--- config.mk ---
export PLATFORM = sky130hd
export DESIGN_NAME = vip_frame_fifo_flat
export DESIGN_NICKNAME = d
export VERILOG_FILES = /design/src/rtl/vip_frame_fifo_if.sv /design/src/rtl/vip_frame_fifo.sv /design/src/flat_wrapper.sv
export SDC_FILE = /design/constraint.sdc
export NUM_CORES = 2
export LEC_CHECK = 0
export CAP_MARGIN = 20
export CORE_ASPECT_RATIO = 0.7
export CORE_MARGIN = 2
export CORE_UTILIZATION = 35
export CTS_BUF_LIST = sky130_fd_sc_hd__clkbuf_8
export CTS_CLUSTER_DIAMETER = 40
export DETAILED_ROUTE_END_ITERATION = 12
export PLACE_DENSITY = 0.62
export SETUP_SLACK_MARGIN = 0.1
export SYNTH_ARGS = -nofsm -noshare
export SYNTH_HDL_FRONTEND = slang
export SYNTH_MEMORY_MAX_BITS = 65536
export SYNTH_SLANG_ARGS = --single-unit
--- constraint.sdc ---
create_clock -name clock -period 27.6 [get_ports clock]
set_input_delay 2.76 -clock clock [delete_from_list [all_inputs] [get_ports clock]]
set_output_delay 2.76 -clock clock [all_outputs]
set_load 0.1 [all_outputs]
--- src/rtl/vip_frame_fifo_if.sv ---
// Purpose: write/read handshake, data and status bundle for vip_frame_fifo.
// Latency: none (wires only).
// Backpressure: producer watches full/almost_full, consumer watches empty/almost_empty.
interface vip_frame_fifo_if #(
  parameter int DWIDTH         = 32,
  parameter int NUM_CHANNEL_IN = 8,
  parameter int DEPTH          = 16
);
  localparam int DW = NUM_CHANNEL_IN * DWIDTH;
  localparam int UW = $clog2(DEPTH) + 1;

  logic          clear;
  logic [DW-1:0] data;
  logic          wrreq;
  logic          rdreq;
  logic [DW-1:0] q;
  logic          q_sop;
  logic          q_eop;
  logic          full;
  logic          empty;
  logic          almost_full;
  logic          almost_empty;
  logic [UW-1:0] usedw;
  logic          overflow;
  logic          underflow;

  // Stream side that pushes/pops entries and observes status.
  modport master (
    output clear, data, wrreq, rdreq,
    input  q, q_sop, q_eop, full, empty, almost_full, almost_empty,
           usedw, overflow, underflow
  );

  // The FIFO itself.
  modport slave (
    input  clear, data, wrreq, rdreq,
    output q, q_sop, q_eop, full, empty, almost_full, almost_empty,
           usedw, overflow, underflow
  );
endinterface

--- src/rtl/vip_frame_fifo.sv ---
// Purpose: multi-channel sync FIFO tagging each pixel with frame sop/eop bits.
// Latency: q one edge after rd_ok; with VIP_FIFO_SHOWAHEAD_EN, q shows the head entry.
// Backpressure: writes at full and reads at empty are dropped and set sticky flags.
module vip_frame_fifo #(
  parameter int DWIDTH         = 32,
  parameter int NUM_CHANNEL_IN = 8,
  parameter int DEPTH          = 16,
  parameter int AF_MARGIN      = 2,
  parameter int AE_MARGIN      = 1,
  parameter int WIDTH          = 56,
  parameter int HEIGHT         = 56
) (
  input  logic             clock,
  input  logic             resetn,
  vip_frame_fifo_if.slave  f
);
  localparam int DW    = NUM_CHANNEL_IN * DWIDTH;
  localparam int AW    = $clog2(DEPTH);
  localparam int FRAME = WIDTH * HEIGHT;
  localparam int CW    = (FRAME > 1) ? $clog2(FRAME) : 1;

  localparam logic [AW:0]   USED_FULL = (AW+1)'(DEPTH);
  localparam logic [AW:0]   USED_AF   = (AW+1)'(DEPTH - AF_MARGIN);
  localparam logic [AW:0]   USED_AE   = (AW+1)'(AE_MARGIN);
  localparam logic [CW-1:0] PIX_LAST  = CW'(FRAME - 1);

  // Entry layout: {eop, sop, data}
  logic [DW+1:0] mem [DEPTH];

  logic [AW-1:0] wr_ptr;
  logic [AW-1:0] rd_ptr;
  logic [AW:0]   usedw_r;
  logic [CW-1:0] pix_cnt;
  logic          ovf_r;
  logic          udf_r;
  logic          full_w;
  logic          empty_w;
  logic          wr_ok;
  logic          rd_ok;
  logic [DW+1:0] head;

  // All flags come from the registered occupancy, never from this cycle's requests.
  assign full_w  = (usedw_r == USED_FULL);
  assign empty_w = (usedw_r == '0);

  // clear wins over both requests in the same cycle.
  assign wr_ok = f.wrreq & ~full_w  & ~f.clear;
  assign rd_ok = f.rdreq & ~empty_w & ~f.clear;

  assign head = mem[rd_ptr];

  assign f.full         = full_w;
  assign f.empty        = empty_w;
  assign f.almost_full  = (usedw_r >= USED_AF);
  assign f.almost_empty = (usedw_r <= USED_AE);
  assign f.usedw        = usedw_r;
  assign f.overflow     = ovf_r;
  assign f.underflow    = udf_r;

  // Store accepted pixel with its frame position tags.
  always_ff @(posedge clock) begin
    if (wr_ok) begin
      mem[wr_ptr] <= {(pix_cnt == PIX_LAST), (pix_cnt == '0), f.data};
    end
  end

  // Pointers wrap naturally at DEPTH (power of two); usedw tracks exact occupancy.
  always_ff @(posedge clock or negedge resetn) begin
    if (!resetn) begin
      wr_ptr  <= '0;
      rd_ptr  <= '0;
      usedw_r <= '0;
    end else if (f.clear) begin
      wr_ptr  <= '0;
      rd_ptr  <= '0;
      usedw_r <= '0;
    end else begin
      if (wr_ok) wr_ptr <= wr_ptr + AW'(1);
      if (rd_ok) rd_ptr <= rd_ptr + AW'(1);
      case ({wr_ok, rd_ok})
        2'b10:   usedw_r <= usedw_r + (AW+1)'(1);
        2'b01:   usedw_r <= usedw_r - (AW+1)'(1);
        default: usedw_r <= usedw_r;
      endcase
    end
  end

  // Write-side pixel position within the frame; only accepted writes advance it.
  always_ff @(posedge clock or negedge resetn) begin
    if (!resetn) begin
      pix_cnt <= '0;
    end else if (f.clear) begin
      pix_cnt <= '0;
    end else if (wr_ok) begin
      pix_cnt <= (pix_cnt == PIX_LAST) ? '0 : pix_cnt + CW'(1);
    end
  end

  // Sticky error flags, only cleared by reset or clear.
  always_ff @(posedge clock or negedge resetn) begin
    if (!resetn) begin
      ovf_r <= 1'b0;
      udf_r <= 1'b0;
    end else if (f.clear) begin
      ovf_r <= 1'b0;
      udf_r <= 1'b0;
    end else begin
      if (f.wrreq && full_w)  ovf_r <= 1'b1;
      if (f.rdreq && empty_w) udf_r <= 1'b1;
    end
  end

`ifdef VIP_FIFO_SHOWAHEAD_EN
  logic [DW+1:0] q_hold;

  // Remember the head so q keeps its last value once the FIFO runs dry.
  always_ff @(posedge clock or negedge resetn) begin
    if (!resetn) begin
      q_hold <= '0;
    end else if (!empty_w) begin
      q_hold <= head;
    end
  end

  assign {f.q_eop, f.q_sop, f.q} = empty_w ? q_hold : head;
`else
  logic [DW+1:0] q_r;

  // Registered read: capture the head on each accepted pop, hold otherwise.
  always_ff @(posedge clock or negedge resetn) begin
    if (!resetn) begin
      q_r <= '0;
    end else if (rd_ok) begin
      q_r <= head;
    end
  end

  assign {f.q_eop, f.q_sop, f.q} = q_r;
`endif

endmodule

--- src/flat_wrapper.sv ---
// flat-port wrapper written by rule: the top's interface ports become plain ports
module vip_frame_fifo_flat 
#(
  parameter int DWIDTH         = 32,
  parameter int NUM_CHANNEL_IN = 8,
  parameter int DEPTH          = 16,
  parameter int AF_MARGIN      = 2,
  parameter int AE_MARGIN      = 1,
  parameter int WIDTH          = 56,
  parameter int HEIGHT         = 56
)
  (clock, resetn, f_clear, f_data, f_wrreq, f_rdreq, f_q, f_q_sop, f_q_eop, f_full, f_empty, f_almost_full, f_almost_empty, f_usedw, f_overflow, f_underflow);
  vip_frame_fifo_if #(.DWIDTH(DWIDTH), .NUM_CHANNEL_IN(NUM_CHANNEL_IN), .DEPTH(DEPTH)) f_i ();
  input  logic clock;
  input  logic resetn;
  input wire logic [$bits(f_i.clear)-1:0] f_clear;
  input wire logic [$bits(f_i.data)-1:0] f_data;
  input wire logic [$bits(f_i.wrreq)-1:0] f_wrreq;
  input wire logic [$bits(f_i.rdreq)-1:0] f_rdreq;
  output wire logic [$bits(f_i.q)-1:0] f_q;
  output wire logic [$bits(f_i.q_sop)-1:0] f_q_sop;
  output wire logic [$bits(f_i.q_eop)-1:0] f_q_eop;
  output wire logic [$bits(f_i.full)-1:0] f_full;
  output wire logic [$bits(f_i.empty)-1:0] f_empty;
  output wire logic [$bits(f_i.almost_full)-1:0] f_almost_full;
  output wire logic [$bits(f_i.almost_empty)-1:0] f_almost_empty;
  output wire logic [$bits(f_i.usedw)-1:0] f_usedw;
  output wire logic [$bits(f_i.overflow)-1:0] f_overflow;
  output wire logic [$bits(f_i.underflow)-1:0] f_underflow;
  assign f_i.clear = f_clear;
  assign f_i.data = f_data;
  assign f_i.wrreq = f_wrreq;
  assign f_i.rdreq = f_rdreq;
  assign f_q = f_i.q;
  assign f_q_sop = f_i.q_sop;
  assign f_q_eop = f_i.q_eop;
  assign f_full = f_i.full;
  assign f_empty = f_i.empty;
  assign f_almost_full = f_i.almost_full;
  assign f_almost_empty = f_i.almost_empty;
  assign f_usedw = f_i.usedw;
  assign f_overflow = f_i.overflow;
  assign f_underflow = f_i.underflow;
  vip_frame_fifo #(.DWIDTH(DWIDTH), .NUM_CHANNEL_IN(NUM_CHANNEL_IN), .DEPTH(DEPTH), .AF_MARGIN(AF_MARGIN), .AE_MARGIN(AE_MARGIN), .WIDTH(WIDTH), .HEIGHT(HEIGHT)) u_core (.clock(clock), .resetn(resetn), .f(f_i));
endmodule
==> summary.md <==
| Metric | Value |
|---|---|
| Clk buf depth | 4 |
| Worst-case reg-to-reg path depth | 9 |
| Crit-path slowest cell | buf_4 |
| Reg2Reg Launch Point | u_core.rd_ptr[0] |
| First-pass GRT wire length | around 600000 um |
| H-tree depth | 6 |
| Final cycle utilization of the critical path | roughly a quarter |
| Buf/Inv on CP | 6 |
| Post-route insts no fill | approximately 15000 |
| Top cell type's share of synthesized area | roughly 75% |
| Post-DRT Antenna Nets | 0 |
| VDD IR max | 0.0828 mV |
| Total power | ~16000 uW |
| Slew headroom | 19.8% |
| Largest area contributor in the netlist | edfxtp_1 |
| IO Pins | 530 |
| IO Port Bufs | 529 |
| Worst-skew pair later-pin latency | 1.21 ns |
| Core Box Area | between 0.4 and 0.5 mm^2 |
| Fin nets | 8297 |
| CTS resizes | 0 |
| Worst Skew | a little under 0.08 ns |
| Fmax | approximately 150 MHz |
| Grt ovf | 0 |
| Synthesized area per cell | 23.4 um^2 |
| Hold Startpoint | u_core.q_r[220] |
| Area grow syn2layout | 15.9% |
| CP top delay family | buffers and inverters |
| End of the worst register-to-register path | u_core.q_r[86] |
| Crit path launch type | primary input |
| Routed WL | ~420000 um |
| Slew Limit Fails | 0 |
| Critical path fanouts, max | between 40 and 50 |
| Die ar. | between 0.4 and 0.5 mm^2 |
| Root Driver | clkbuf_8 |
| Avg WL per Cell | roughly 28 um |
| Share of cells above drive strength 1 | between 20 and 30% |
| Initial antenna violation count | 75 |
| Fill cells | around 40000 |
| Total CTS buffers | 667 |
| Row cnt | between 200 and 250 |
| FF+latch count, synth | 4413 |
| CTS clk-pin slew, worst paths | 0.06 ns |
| # setup viols final | 0 |
| Top_reg_cell synth | edfxtp_1 |
| Synth Cell Area | ~0.16 mm^2 |
| Synth unique cells | 53 |
| R2R Setup Slk | 21.28 ns |
| Leak | approximately 0.059 uW |
| Total GRT Usage | ~17% |
| Critical path class | primary input to register |
| CP required | approximately 28 ns |
| Arr. time, crit path | approximately 7.7 ns |
| Min cycle time layout | 6.89 ns |
| Worst Hold End | u_core.q_r[220] |
| PD cells | 84.8 mW/mm^2 |
| Die Span X | between 800 and 900 um |
| Placed Cells | 13608 |
| Max_cap viols | 0 |
| Post-synth ARST share | 6.46% |
| Vias after detailed routing | 78447 |
| First DRT Iteration DRCs | 8152 |
| Synth Instances | slightly above 7000 |
| Outcome | finished clean |
| Seq/Total Area, Yosys | 79.5% |
| Synth Net Count | roughly 7300 |
| Drt via density | 5.28 |
| Largest net degree at the start of global routing | between 100 and 150 |
| Final HPWL DP | roughly 230000 um |
| Starting Density | roughly a third |
| Post-CTS Hold Fix Bufs | 0 |
| Placer congestion estimate | 0.745 |
| Post-CTS Setup Inserts | 0 |
| Die H | around 580 um |
| Pre-antenna DRT Iters | 5 |
| Endpoint class of the critical path | register |
| CP most frequent cell | buf_4 |
| EDFF count, synth | about 4100 |
| Final hold vios | 0 |
| Final Instance Area | about 0.19 mm^2 |
| Crit-path cells | clkdlybuf4s50_1, inv_1, nor3_2, nand2_1, nor2_4, buf_4, buf_4, buf_4, buf_4 |
| RSZ-0062 raised after global routing | false |
| Placed inst area | ~0.18 mm^2 |
| HP Class | register to register |
| Setup Total Neg Slack | 0 ns |
| Synth warnings | 0 |
| Worst slew pin tran | ~1.2 ns |
| CTS tree | built |
| Hold path depth | 2 |
| Vias in the first global route | just over 80000 |
| # DRC | 0 |
| TritonCTS Sinks | approximately 4400 |
| Main area contributors after synthesis | edfxtp_1, mux4_2, dfrtp_1 |
| Max incr delay on CP | 0.79 ns |
-- routing by layer --
| metal | track usage, % | vias to the layer above | part of all wire (%) |
|---|---|---|---|
| li1 | - | 32100 | - |
| met4 | 4.29 | 40 | 2.2 |
| met5 | 0 | - | 0.059 |
| met3 | 3.02 | 695 | 6.4 |
| met2 | 28.8 | 2970 | 50 |
| met1 | 23.3 | 42642 | 42 |
-- placed cells by master, fill, tap and decap left out, drive strengths merged, types with 3 or more instances in the layout --
master / Yosys / routed
a21oi: 10 / 10
a22oi: 260 / 260
and3: 8 / 8
buf: 253 / 185
bufinv: 0 / 18
clkbuf: 130 / 721
clkdlybuf4s50: 0 / 516
clkinv: 0 / 190
clkinvlp: 0 / 21
dfrtp: 285 / 285
diode: 0 / 21
edfxtp: 4128 / 4128
ha: 12 / 12
inv: 13 / 298
mux2: 3 / 3
mux2i: 258 / 258
mux4: 1032 / 1032
nand2: 277 / 277
nand2b: 4 / 4
nand3: 15 / 15
nand4: 3 / 3
nor2: 25 / 25
nor2b: 3 / 3
nor3: 10 / 10
nor4: 3 / 3
nor4b: 3 / 3
o211ai: 261 / 261
o21ai: 6 / 6
or3: 4 / 4
or4: 3 / 3
xnor2: 4 / 4
xor2: 3 / 3
-- kinds of logic after synthesis --
kind of cell / count (synthesis) / synth area share, %
compound gates: 551 / 2.59
xor+xnor: 7 / 0.0372
fa+ha+maj: 12 / 0.0911
buf+inv: 396 / 1.15
flops: 4413 / 79.5
mux: 1293 / 15.7
simple gates: 365 / 0.946
-- stage by stage --
step | setup WS (ns) | hold slack, ns | util (%)
detailed placement | 19.55 | 0.485 | 38.0
global route | 20.56 | 0.526 | 40.8
CTS | 20.72 | 0.500 | 40.8
finish | 20.71 | 0.494 | 40.8
global placement | 19.58 | 0.479 | 38.0
floorplan | 5.31 | 0.499 | -
-- registers in the layout (all words and copies together), names as in the netlist --
signal,flops
u_core.rd_ptr,4
u_core.wr_ptr,4
u_core.f.underflow,1
u_core.pix_cnt,12
u_core.f.usedw,5
u_core.f.overflow,1
u_core.q_r,258
u_core.mem,4128
-- synthesized netlist by cell type (15+ instances only) --
cell type and count:
a22oi_2 20, buf_2 189, nor2_1 25, a22oi_1 240
buf_1 34, buf_4 16, mux4_2 1032, clkbuf_1 130
nand2_1 276, dfrtp_1 285, mux2i_1 258, nand3_1 15
o211ai_1 251, edfxtp_1 4128
-- worst max path at each step --
stage | startpoint | endpoint | slack (ns) | cells after the start
CTS | u_core.f.usedw[1] | f_empty | 20.72 | 5
global route | f_wrreq | u_core.mem[8][77] | 20.56 | 9
finish | f_wrreq | u_core.mem[8][77] | 20.71 | 9
detailed placement | f_wrreq | u_core.mem[8][94] | 19.55 | 9
floorplan | f_wrreq | u_core.mem[0][0] | 5.31 | 5
global placement | f_wrreq | u_core.mem[8][100] | 19.58 | 9
-- report_power, final --
part           total (uW)  switching, uW  internal, uW
sequential           7870            280          7590
clock                5230           2610          2620
combinational        3090           2230           859
-- cell type report --
class	instances	area (um^2)	area share (%)
Sequential cell	4413	131000	68.6
Multi-Input combinational cell	2228	32000	16.8
Clock buffer	721	9920	5.19
Tap cell	6254	7830	4.10
Timing Repair Buffer	701	6930	3.63
Clock inverter	514	3100	1.62
Antenna cell	21	52.6	0.0275
Inverter	13	51.3	0.0269
-- worst reg2reg max path, stage by stage (launching register included) --
cell      delay [ns]
dfrtp_4         1.02
buf_4           0.86
buf_4           0.49
buf_16          0.32
buf_4           0.80
buf_4           0.79
buf_4           0.85
mux4_2          0.65
a22oi_1         0.22
o211ai_1        0.15
Note: power is estimated with default switching activity, not from simulation.
